==> src/rtl/br_pred_pkg.sv <==
// Shared helpers for the gshare branch predictor: saturating-counter math
// sized by the instantiating module's counter width.
package br_pred_pkg;

  // Wide carrier type so one helper serves every counter width below 32 bits.
  localparam int unsigned SAT_W = 32;
  typedef logic [SAT_W-1:0] sat_t;

  // Largest value a cnt_w-bit counter can hold (all ones).
  function automatic sat_t cnt_max(input int unsigned cnt_w);
    return (sat_t'(1) << cnt_w) - sat_t'(1);
  endfunction

  // One saturating step toward taken (+1) or not-taken (-1); never wraps.
  function automatic sat_t sat_next(input sat_t cnt, input logic taken,
                                    input int unsigned cnt_w);
    sat_t mx;
    mx = cnt_max(cnt_w);
    if (taken) begin
      return (cnt >= mx) ? mx : cnt + sat_t'(1);
    end
    return (cnt == '0) ? '0 : cnt - sat_t'(1);
  endfunction

endpackage

==> src/rtl/br_pred_table_if.sv <==
// Fetch/resolve bus of the branch predictor table. The predictor is the
// slave; fetch plus the resolution stage together act as master.
interface br_pred_table_if #(
  parameter int IDX_W = 4
);

  logic             lookup_vld;
  logic [IDX_W-1:0] lookup_pc;
  logic             pred_vld;
  logic             pred_take;
  logic [IDX_W-1:0] pred_idx;
  logic             upd_vld;
  logic [IDX_W-1:0] upd_idx;
  logic             upd_taken;

  modport master (
    output lookup_vld, lookup_pc, upd_vld, upd_idx, upd_taken,
    input  pred_vld, pred_take, pred_idx
  );

  modport slave (
    input  lookup_vld, lookup_pc, upd_vld, upd_idx, upd_taken,
    output pred_vld, pred_take, pred_idx
  );

endinterface

==> src/rtl/br_sat_ctr.sv <==
// One pattern-history entry: a CNT_W-bit saturating counter that resets to
// strongly taken. The next value is exported so the table can forward it.
module br_sat_ctr
  import br_pred_pkg::*;
#(
  parameter int CNT_W = 2
) (
  input  logic             clk,
  input  logic             rst_n,
  input  logic             inc_i,
  input  logic             dec_i,
  output logic [CNT_W-1:0] cnt_o,
  output logic [CNT_W-1:0] cnt_nxt_o
);

  localparam logic [CNT_W-1:0] CNT_MAX = CNT_W'(cnt_max(CNT_W));

  logic [CNT_W-1:0] cnt_q;
  logic [CNT_W-1:0] cnt_d;

  // Next value: one saturating step when enabled, otherwise hold.
  always_comb begin
    cnt_d = cnt_q;
    if (inc_i || dec_i) begin
      cnt_d = CNT_W'(sat_next(sat_t'(cnt_q), inc_i, CNT_W));
    end
  end

  // Counter state, strongly taken out of reset.
  always_ff @(posedge clk or negedge rst_n) begin
    if (!rst_n) begin
      cnt_q <= CNT_MAX;
    end else begin
      cnt_q <= cnt_d;
    end
  end

  assign cnt_o     = cnt_q;
  assign cnt_nxt_o = cnt_d;

endmodule

==> src/rtl/br_pred_table.sv <==
// Gshare branch predictor: 2^IDX_W saturating counters indexed by
// lookup PC XOR global history. Prediction is registered one cycle after
// the lookup; resolution updates both the counter and the history.
module br_pred_table
  import br_pred_pkg::*;
#(
  parameter int IDX_W = 4,
  parameter int CNT_W = 2,
  parameter int GHR_W = 4
) (
  input logic            clk,
  input logic            rst_n,
  br_pred_table_if.slave bus
);

  localparam int DEPTH = 1 << IDX_W;

  typedef logic [IDX_W-1:0] idx_t;
  typedef logic [CNT_W-1:0] cnt_t;

  idx_t ghr_ext;
  idx_t lk_idx;
  logic fwd_hit;
  logic lk_take;

  cnt_t cnt_cur [DEPTH];
  cnt_t cnt_nxt [DEPTH];

  logic pred_vld_q;
  logic pred_vld_d;
  logic pred_take_q;
  logic pred_take_d;
  idx_t pred_idx_q;
  idx_t pred_idx_d;

  // Global history: shifts in resolved outcomes only, so a lookup always
  // sees committed history. With GHR_W = 0 the table is purely bimodal.
  generate
    if (GHR_W > 0) begin : g_ghr
      logic [GHR_W-1:0] ghr_q;
      logic [GHR_W-1:0] ghr_d;

      // Newest outcome enters at the LSB; the oldest falls off the top.
      always_comb begin
        ghr_d = ghr_q;
        if (bus.upd_vld) begin
          ghr_d = GHR_W'({ghr_q, bus.upd_taken});
        end
        ghr_ext = IDX_W'(ghr_q);
      end

      // History register, cleared by reset.
      always_ff @(posedge clk or negedge rst_n) begin
        if (!rst_n) begin
          ghr_q <= '0;
        end else begin
          ghr_q <= ghr_d;
        end
      end
    end else begin : g_no_ghr
      assign ghr_ext = '0;
    end
  endgenerate

  // Pattern history table: each entry steps only when addressed by an update.
  generate
    for (genvar i = 0; i < DEPTH; i++) begin : g_ctr
      logic hit;
      assign hit = bus.upd_vld && (bus.upd_idx == idx_t'(i));

      br_sat_ctr #(
        .CNT_W (CNT_W)
      ) u_ctr (
        .clk       (clk),
        .rst_n     (rst_n),
        .inc_i     (hit && bus.upd_taken),
        .dec_i     (hit && !bus.upd_taken),
        .cnt_o     (cnt_cur[i]),
        .cnt_nxt_o (cnt_nxt[i])
      );
    end
  endgenerate

  // Lookup index and direction; a same-cycle update to the same entry is
  // forwarded so the prediction never reflects a stale counter.
  always_comb begin
    lk_idx  = bus.lookup_pc ^ ghr_ext;
    fwd_hit = bus.upd_vld && (bus.upd_idx == lk_idx);
    if (fwd_hit) begin
      lk_take = cnt_nxt[lk_idx][CNT_W-1];
    end else begin
      lk_take = cnt_cur[lk_idx][CNT_W-1];
    end
  end

  // Output stage next state: direction and index hold between lookups.
  always_comb begin
    pred_vld_d  = bus.lookup_vld;
    pred_take_d = pred_take_q;
    pred_idx_d  = pred_idx_q;
    if (bus.lookup_vld) begin
      pred_take_d = lk_take;
      pred_idx_d  = lk_idx;
    end
  end

  // ---- lookup -> prediction boundary ----
  // Output registers; reset drops any in-flight prediction.
  always_ff @(posedge clk or negedge rst_n) begin
    if (!rst_n) begin
      pred_vld_q  <= 1'b0;
      pred_take_q <= 1'b1;
      pred_idx_q  <= '0;
    end else begin
      pred_vld_q  <= pred_vld_d;
      pred_take_q <= pred_take_d;
      pred_idx_q  <= pred_idx_d;
    end
  end

  assign bus.pred_vld  = pred_vld_q;
  assign bus.pred_take = pred_take_q;
  assign bus.pred_idx  = pred_idx_q;

endmodule
==> src/flat_wrapper.sv <==
// flat-port wrapper written by rule: the top's interface ports become plain ports
module br_pred_table_flat import br_pred_pkg::*;
#(
  parameter int IDX_W = 4,
  parameter int CNT_W = 2,
  parameter int GHR_W = 4
)
  (clk, rst_n, bus_lookup_vld, bus_lookup_pc, bus_upd_vld, bus_upd_idx, bus_upd_taken, bus_pred_vld, bus_pred_take, bus_pred_idx);
  br_pred_table_if #(.IDX_W(IDX_W)) bus_i ();
  input logic clk;
  input logic rst_n;
  input wire logic [$bits(bus_i.lookup_vld)-1:0] bus_lookup_vld;
  input wire logic [$bits(bus_i.lookup_pc)-1:0] bus_lookup_pc;
  input wire logic [$bits(bus_i.upd_vld)-1:0] bus_upd_vld;
  input wire logic [$bits(bus_i.upd_idx)-1:0] bus_upd_idx;
  input wire logic [$bits(bus_i.upd_taken)-1:0] bus_upd_taken;
  output wire logic [$bits(bus_i.pred_vld)-1:0] bus_pred_vld;
  output wire logic [$bits(bus_i.pred_take)-1:0] bus_pred_take;
  output wire logic [$bits(bus_i.pred_idx)-1:0] bus_pred_idx;
  assign bus_i.lookup_vld = bus_lookup_vld;
  assign bus_i.lookup_pc = bus_lookup_pc;
  assign bus_i.upd_vld = bus_upd_vld;
  assign bus_i.upd_idx = bus_upd_idx;
  assign bus_i.upd_taken = bus_upd_taken;
  assign bus_pred_vld = bus_i.pred_vld;
  assign bus_pred_take = bus_i.pred_take;
  assign bus_pred_idx = bus_i.pred_idx;
  br_pred_table #(.IDX_W(IDX_W), .CNT_W(CNT_W), .GHR_W(GHR_W)) u_core (.clk(clk), .rst_n(rst_n), .bus(bus_i));
endmodule
==> config.mk <==
export PLATFORM = sky130hd
export DESIGN_NAME = br_pred_table_flat
export DESIGN_NICKNAME = d
export VERILOG_FILES = /design/src/rtl/br_pred_pkg.sv /design/src/rtl/br_pred_table_if.sv /design/src/rtl/br_sat_ctr.sv /design/src/rtl/br_pred_table.sv /design/src/flat_wrapper.sv
export SDC_FILE = /design/constraint.sdc
export NUM_CORES = 1
export LEC_CHECK = 0
export ABC_CLOCK_PERIOD_IN_PS = 5500
export CORE_MARGIN = 2
export CORE_UTILIZATION = 47
export DETAILED_ROUTE_END_ITERATION = 8
export PLACE_DENSITY = 0.66
export SLEW_MARGIN = 20
export SYNTH_ARGS = -nofsm -noshare
export SYNTH_HDL_FRONTEND = slang
export SYNTH_SLANG_ARGS = --single-unit
==> constraint.sdc <==
create_clock -name clk -period 5.5 [get_ports clk]
set_clock_uncertainty 0.05 [all_clocks]
set_input_delay 1.1 -clock clk [delete_from_list [all_inputs] [get_ports clk]]
set_output_delay 1.1 -clock clk [all_outputs]
set_load 0.02 [all_outputs]
Word-level counts from Yosys, hierarchy flattened
Cells that the tools add are included.

cells by class
  $add $sub $neg = 32
  magnitude comparators = 17
  equality and inequality tests = 16
  muxes and demuxes = 119
  bitwise operators = 2
  reduce and logical (&&, ||, !) cells = 83

operators with widths
  operator               count
  $mux W2                84
  $logic_and A1 B1 Y1    49
  $mux W1                33
  $add A2 B1 Y2 const B  16
  $eq A4 B4 Y1 const B   8
  $ge A2 B2 Y1 const B   16
  $logic_not A2 Y1       16
  $sub A2 B1 Y2 const B  16
  $bmux W2 S4            2
  $eq A4 B3 Y1 const B   4
  $logic_or A1 B1 Y1     16
  $eq A4 B2 Y1 const B   2
  $ge A5 B5 Y1 const B   1
  $not A4 Y5             1
  $eq A4 B1 Y1 const B   1
  $eq A4 B4 Y1           1
  $logic_not A4 Y1       1
  $xor A4 B4 Y4          1
  $logic_not A1 Y1       1

word-level totals
  bits in registers = 42
  output and inout port bits = 6

Depth between registers and ports, before layout
  depth in word-level cells = 11
  gate-level depth with buffers = 9
  depth with buffers taken out = 7

Modules after synthesis
A second synthesis with hierarchy kept.

second synthesis, totals
  cell total of the unflattened synthesis = 259
  area total of the unflattened synthesis = 2,575.0 µm²

by module, submodules not included
  module         instances  cells an instance  area each (µm²)  sequential area each (µm²)
  br_sat_ctr     16         10                 98.8             52.6
  br_pred_table  1          99                 993.5            251.5

Worst setup path after synthesis
No wires, ideal clock.

  path kind = input -> register
  start = in bus_upd_idx[2]
  end = reg u_core.pred_take_q, in the netlist u_core.bus.pred_take
  arrival = 2,752 ps
  data required time = 5,368 ps
  slack = 2,617 ps
  stages on the path = 9
  path buffers = 2
  cells stage by stage = buf_6 -> or3b_1 -> buf_6 -> or3_4 -> a21oi_2 -> or4_1 -> nand3_1 -> o21bai_1 -> o31a_1

on the way
  longest elaborated chain between the ends = 11
  elaborated cells on any way between the ends = 150

RTL lines
  element                                      line                  text
  start, declared                              flat_wrapper.sv:15    input wire logic [$bits(bus_i.upd_idx)-1:0] bus_upd_idx;
  $eq A4 B4 Y1 (tied with other cells)         br_pred_table.sv:69   assign hit = bus.upd_vld && (bus.upd_idx == idx_t'(i));
  $logic_and A1 B1 Y1                          br_pred_table.sv:69
  $logic_and A1 B1 Y1                          br_pred_table.sv:76   .inc_i (hit && bus.upd_taken),
  $mux W1                                      br_pred_pkg.sv:19     if (taken) begin
  $mux W1                                      br_sat_ctr.sv:24      if (inc_i || dec_i) begin
  $mux W2                                      br_pred_pkg.sv:22     return (cnt == '0) ? '0 : cnt - sat_t'(1);
  $mux W2                                      br_sat_ctr.sv:24
  $bmux W2 S4                                  br_pred_table.sv:90   lk_take = cnt_nxt[lk_idx][CNT_W-1];
  $mux W2 (not written as such) (2 in series)  br_pred_table.sv:90
  $mux W1 (*)                                  br_pred_table.sv:89   if (fwd_hit) begin
  end signal, assigned                         br_pred_table.sv:116  pred_take_q <= pred_take_d;
  end, declared                                br_pred_table.sv:31   logic pred_take_q;

Mark *: on every way between the ends. The rest lies on a longest branch, timed or not. The select of a mux whose other input is x is not followed.
A chain may end at the register's enable or synchronous reset.

Worst setup path after layout
  start = in bus_upd_vld
  end = reg u_core.pred_take_q, in the netlist u_core.bus.pred_take

on the way
  longest elaborated chain between the ends = 10
  elaborated cells on any way between the ends = 133

RTL lines
  element                                      line                 text
  start, declared                              flat_wrapper.sv:14   input wire logic [$bits(bus_i.upd_vld)-1:0] bus_upd_vld;
  $logic_and A1 B1 Y1                          br_pred_table.sv:69
  $logic_and A1 B1 Y1                          br_pred_table.sv:76
  $mux W1                                      br_pred_pkg.sv:19
  $mux W1                                      br_sat_ctr.sv:24
  $mux W2                                      br_pred_pkg.sv:22
  $mux W2                                      br_sat_ctr.sv:24
  $bmux W2 S4                                  br_pred_table.sv:90
  $mux W2 (not written as such) (2 in series)  br_pred_table.sv:90
  $mux W1 (*)                                  br_pred_table.sv:89

Marks and branches as above.

==> qor.yml <==
tns_ns: 0
power.density_nw_per_um2: 287
synth_edf_count: 0
wirelength_microns: 5810
cp.arrival_ns: 3.69
ys_types: 54
ys_top_cells_by_area: "dfstp_2 34%, dfrtp_1 8.7%, a21oi_1 6.2%"
cts_setup_buffers: 0
path_cells: "clkdlybuf4s50_1 -> and3_2 -> nand3_1 -> a21oi_1 -> nor3_1 -> a2111oi_0 -> a2111oi_0 -> o31a_1"
worst_pin_slew_ns: 0.921
worstSkewPairLatency_ns: 0.29
ant_nets: 0
synth_cells: 268
die_y_microns: 78.2
avgSynthCellArea_sq_um: 9.65
synth_top_area_share: 0.335
swShare: 0.313
crit_type: "in -> reg"
fin_crit_ns: 3.51
critical_path.slowest_cell: "clkdlybuf4s50_1"
max_cap_violations: 0
cts_max_level: 2
ys_warn_count: 0
max-vdd-ir-drop_uv: 140
clock-sinks: 42
wl_per_cell_microns: 16.5
clkSlewWorstSetupHoldPaths_ns: 0.08
critPathMostFrequentCell: "a2111oi_0"
slew_headroom: 0.386
drtPass1Iterations: 5
die_area_sq_um: 6110
status: "finished, final reports clean"
post_cts_resized: 0
area_growth_pct: 9.78
cts_tree: "done"
p_clk_frac: 0.251
antenna_found_initial: 0
sequentialPowerShare: 0.499
max_stage_delay_ns: 0.78
end_kind: "flop"
syn-cell-area_sq_um: 2580
max_freq_mhz: 285
hold_path.class: "reg -> reg"
grt_pass1_vias: 1902
fill_cells: 497
grt-ovfl-total: 0
dp_slack_ns: 1.71
grt_pass1_wl_microns: 9720
ys_seq_elements: 42
chipWidth_microns: 78.2
hold_viol_final: 0
core_area_sq_um: 5410
io_buffers: 18
p_leak_nw: 1.01
crit_fanout: 13
viasPerCell: 5.81
antenna_cells: 0
post-route-drc-count: 0
cts_buffer_depth: 2
grt_max_degree: 43
numCtsBuffers: 5
drive_gt1_frac: 0.228
via_count: 2052
gp_congestion: 0.883
p_switching_w: 0.000255
start_util: 0.478
num_rows: 27
dr.first_iter.drc_count: 162
syn_nets: 281
hpwl_microns: 4050
slew_viol_final: 0
worstSetupStartpointType: "input pin"
rsz0062_at_grt: "no"
root_buffer: "clkbuf_8"
async_flop_share: 1.00
synth_area_leader_cell: "dfstp_2"
io_pins: 19
multiInputGateArea_sq_um: 1320
nNetsFinal: 293
yosysMostFrequentCell: "dfstp_2"
finalSetupViolations: 0
synth-main-ff-cell: "dfstp_2"
setup_ws_ns: 1.99
synth_common_cells: "33 x dfstp_2, 32 x a21oi_1, 26 x nor2_1"
grt_usage: 0.206
hold_buffers: 0
seq_area_frac_synth: 0.423
seqCellArea_sq_um: 1090
internal_power_w: 0.000560
cp.required_ns: 5.68
p_comb_frac: 0.250
finalCritPeriodShare: 0.639
## power groups by stage
stage	logic (W)	registers [W]	clock network (W)
after floorplan	0.000139	0.000411	0
after global placement	0.000201	0.000411	0
after detailed placement	0.000204	0.000411	0
after CTS	0.000205	0.000406	0.000211
after global routing	0.000227	0.000415	0.000225
final	0.000204	0.000407	0.000204
## cells in the final DEF, fill, tap and decap left out, types with 2 or more instances in the layout
master,count
clkbuf_8,6
dfrtp_1,9
maj3_1,14
mux2_2,5
nor3_1,6
nand3_1,12
clkdlybuf4s50_1,17
a211oi_1,2
o31ai_1,11
nand2_1,17
or4_1,2
xnor2_1,4
a31oi_1,7
buf_4,2
mux4_2,3
nor2_1,26
or3_1,2
xnor2_2,3
xor2_1,2
inv_1,15
a2111oi_0,4
a21oi_1,32
o21ai_0,14
mux2i_1,3
dfstp_2,33
## layer usage
layer,track usage,share of wire
met1,0.281,0.45
met3,0.0460,0.051
met2,0.328,0.48
met5,0,0
met4,0.0649,0.013
## final timing paths
| path | start | to | slack, ns | cells after the start |
|---|---|---|---|---|
| max | bus_upd_vld | u_core.bus.pred_take | 1.99 | 8 |
| min | flop | flop | 0.45 | 2 |
| max reg2reg | u_core.g_ghr.ghr_q[0] | u_core.bus.pred_take | 2.96 | 7 |
| min reg2reg | flop | flop | 0.45 | 2 |
| max in group asynchronous | rst_n | u_core.bus.pred_idx[2] | 3.95 | 1 |
| min in group asynchronous | rst_n | u_core.bus.pred_idx[0] | 0.89 | 1 |
## layout make-up
class / instances / share of cell area
multi-input combinational: 196 / 0.464
clock inverter: 1 / 0.00176
inverter: 15 / 0.0198
tap: 72 / 0.0317
timing repair buffer: 20 / 0.0670
clock buffer: 7 / 0.0304
sequential: 42 / 0.385
## through the flow
stage / std cells / cell area [sq um] / utilization / hold WS, ns / total power (W)
6_report: 353 / 2840 / 0.525 / 0.446 / 0.000815
5_1_grt: 353 / 2840 / 0.525 / 0.484 / 0.000866
4_1_cts: 353 / 2840 / 0.525 / 0.448 / 0.000822
3_5_place_dp: 345 / 2750 / 0.508 / 0.436 / 0.000615
3_3_place_gp: 345 / 2750 / 0.508 / 0.436 / 0.000611
2_1_floorplan: 268 / 2580 / - / 0.411 / 0.000550
## worst max-delay path, delay by kind of cell
kind / cells / cell delay (ns)
simple gates: 3 / 0.57
compound gates: 4 / 1.24
buf+inv: 1 / 0.78
## cells by family (layout without fill, tap and decap cells)
family	Yosys count	after routing	synth area share
flops	42	42	0.423
xor+xnor	10	10	0.0455
mux	11	11	0.0595
compound gates	82	82	0.197
buf+inv	30	43	0.0678
simple gates	79	79	0.153
fa+ha+maj	14	14	0.0542
No activity file was read; power rests on OpenSTA's default activity.
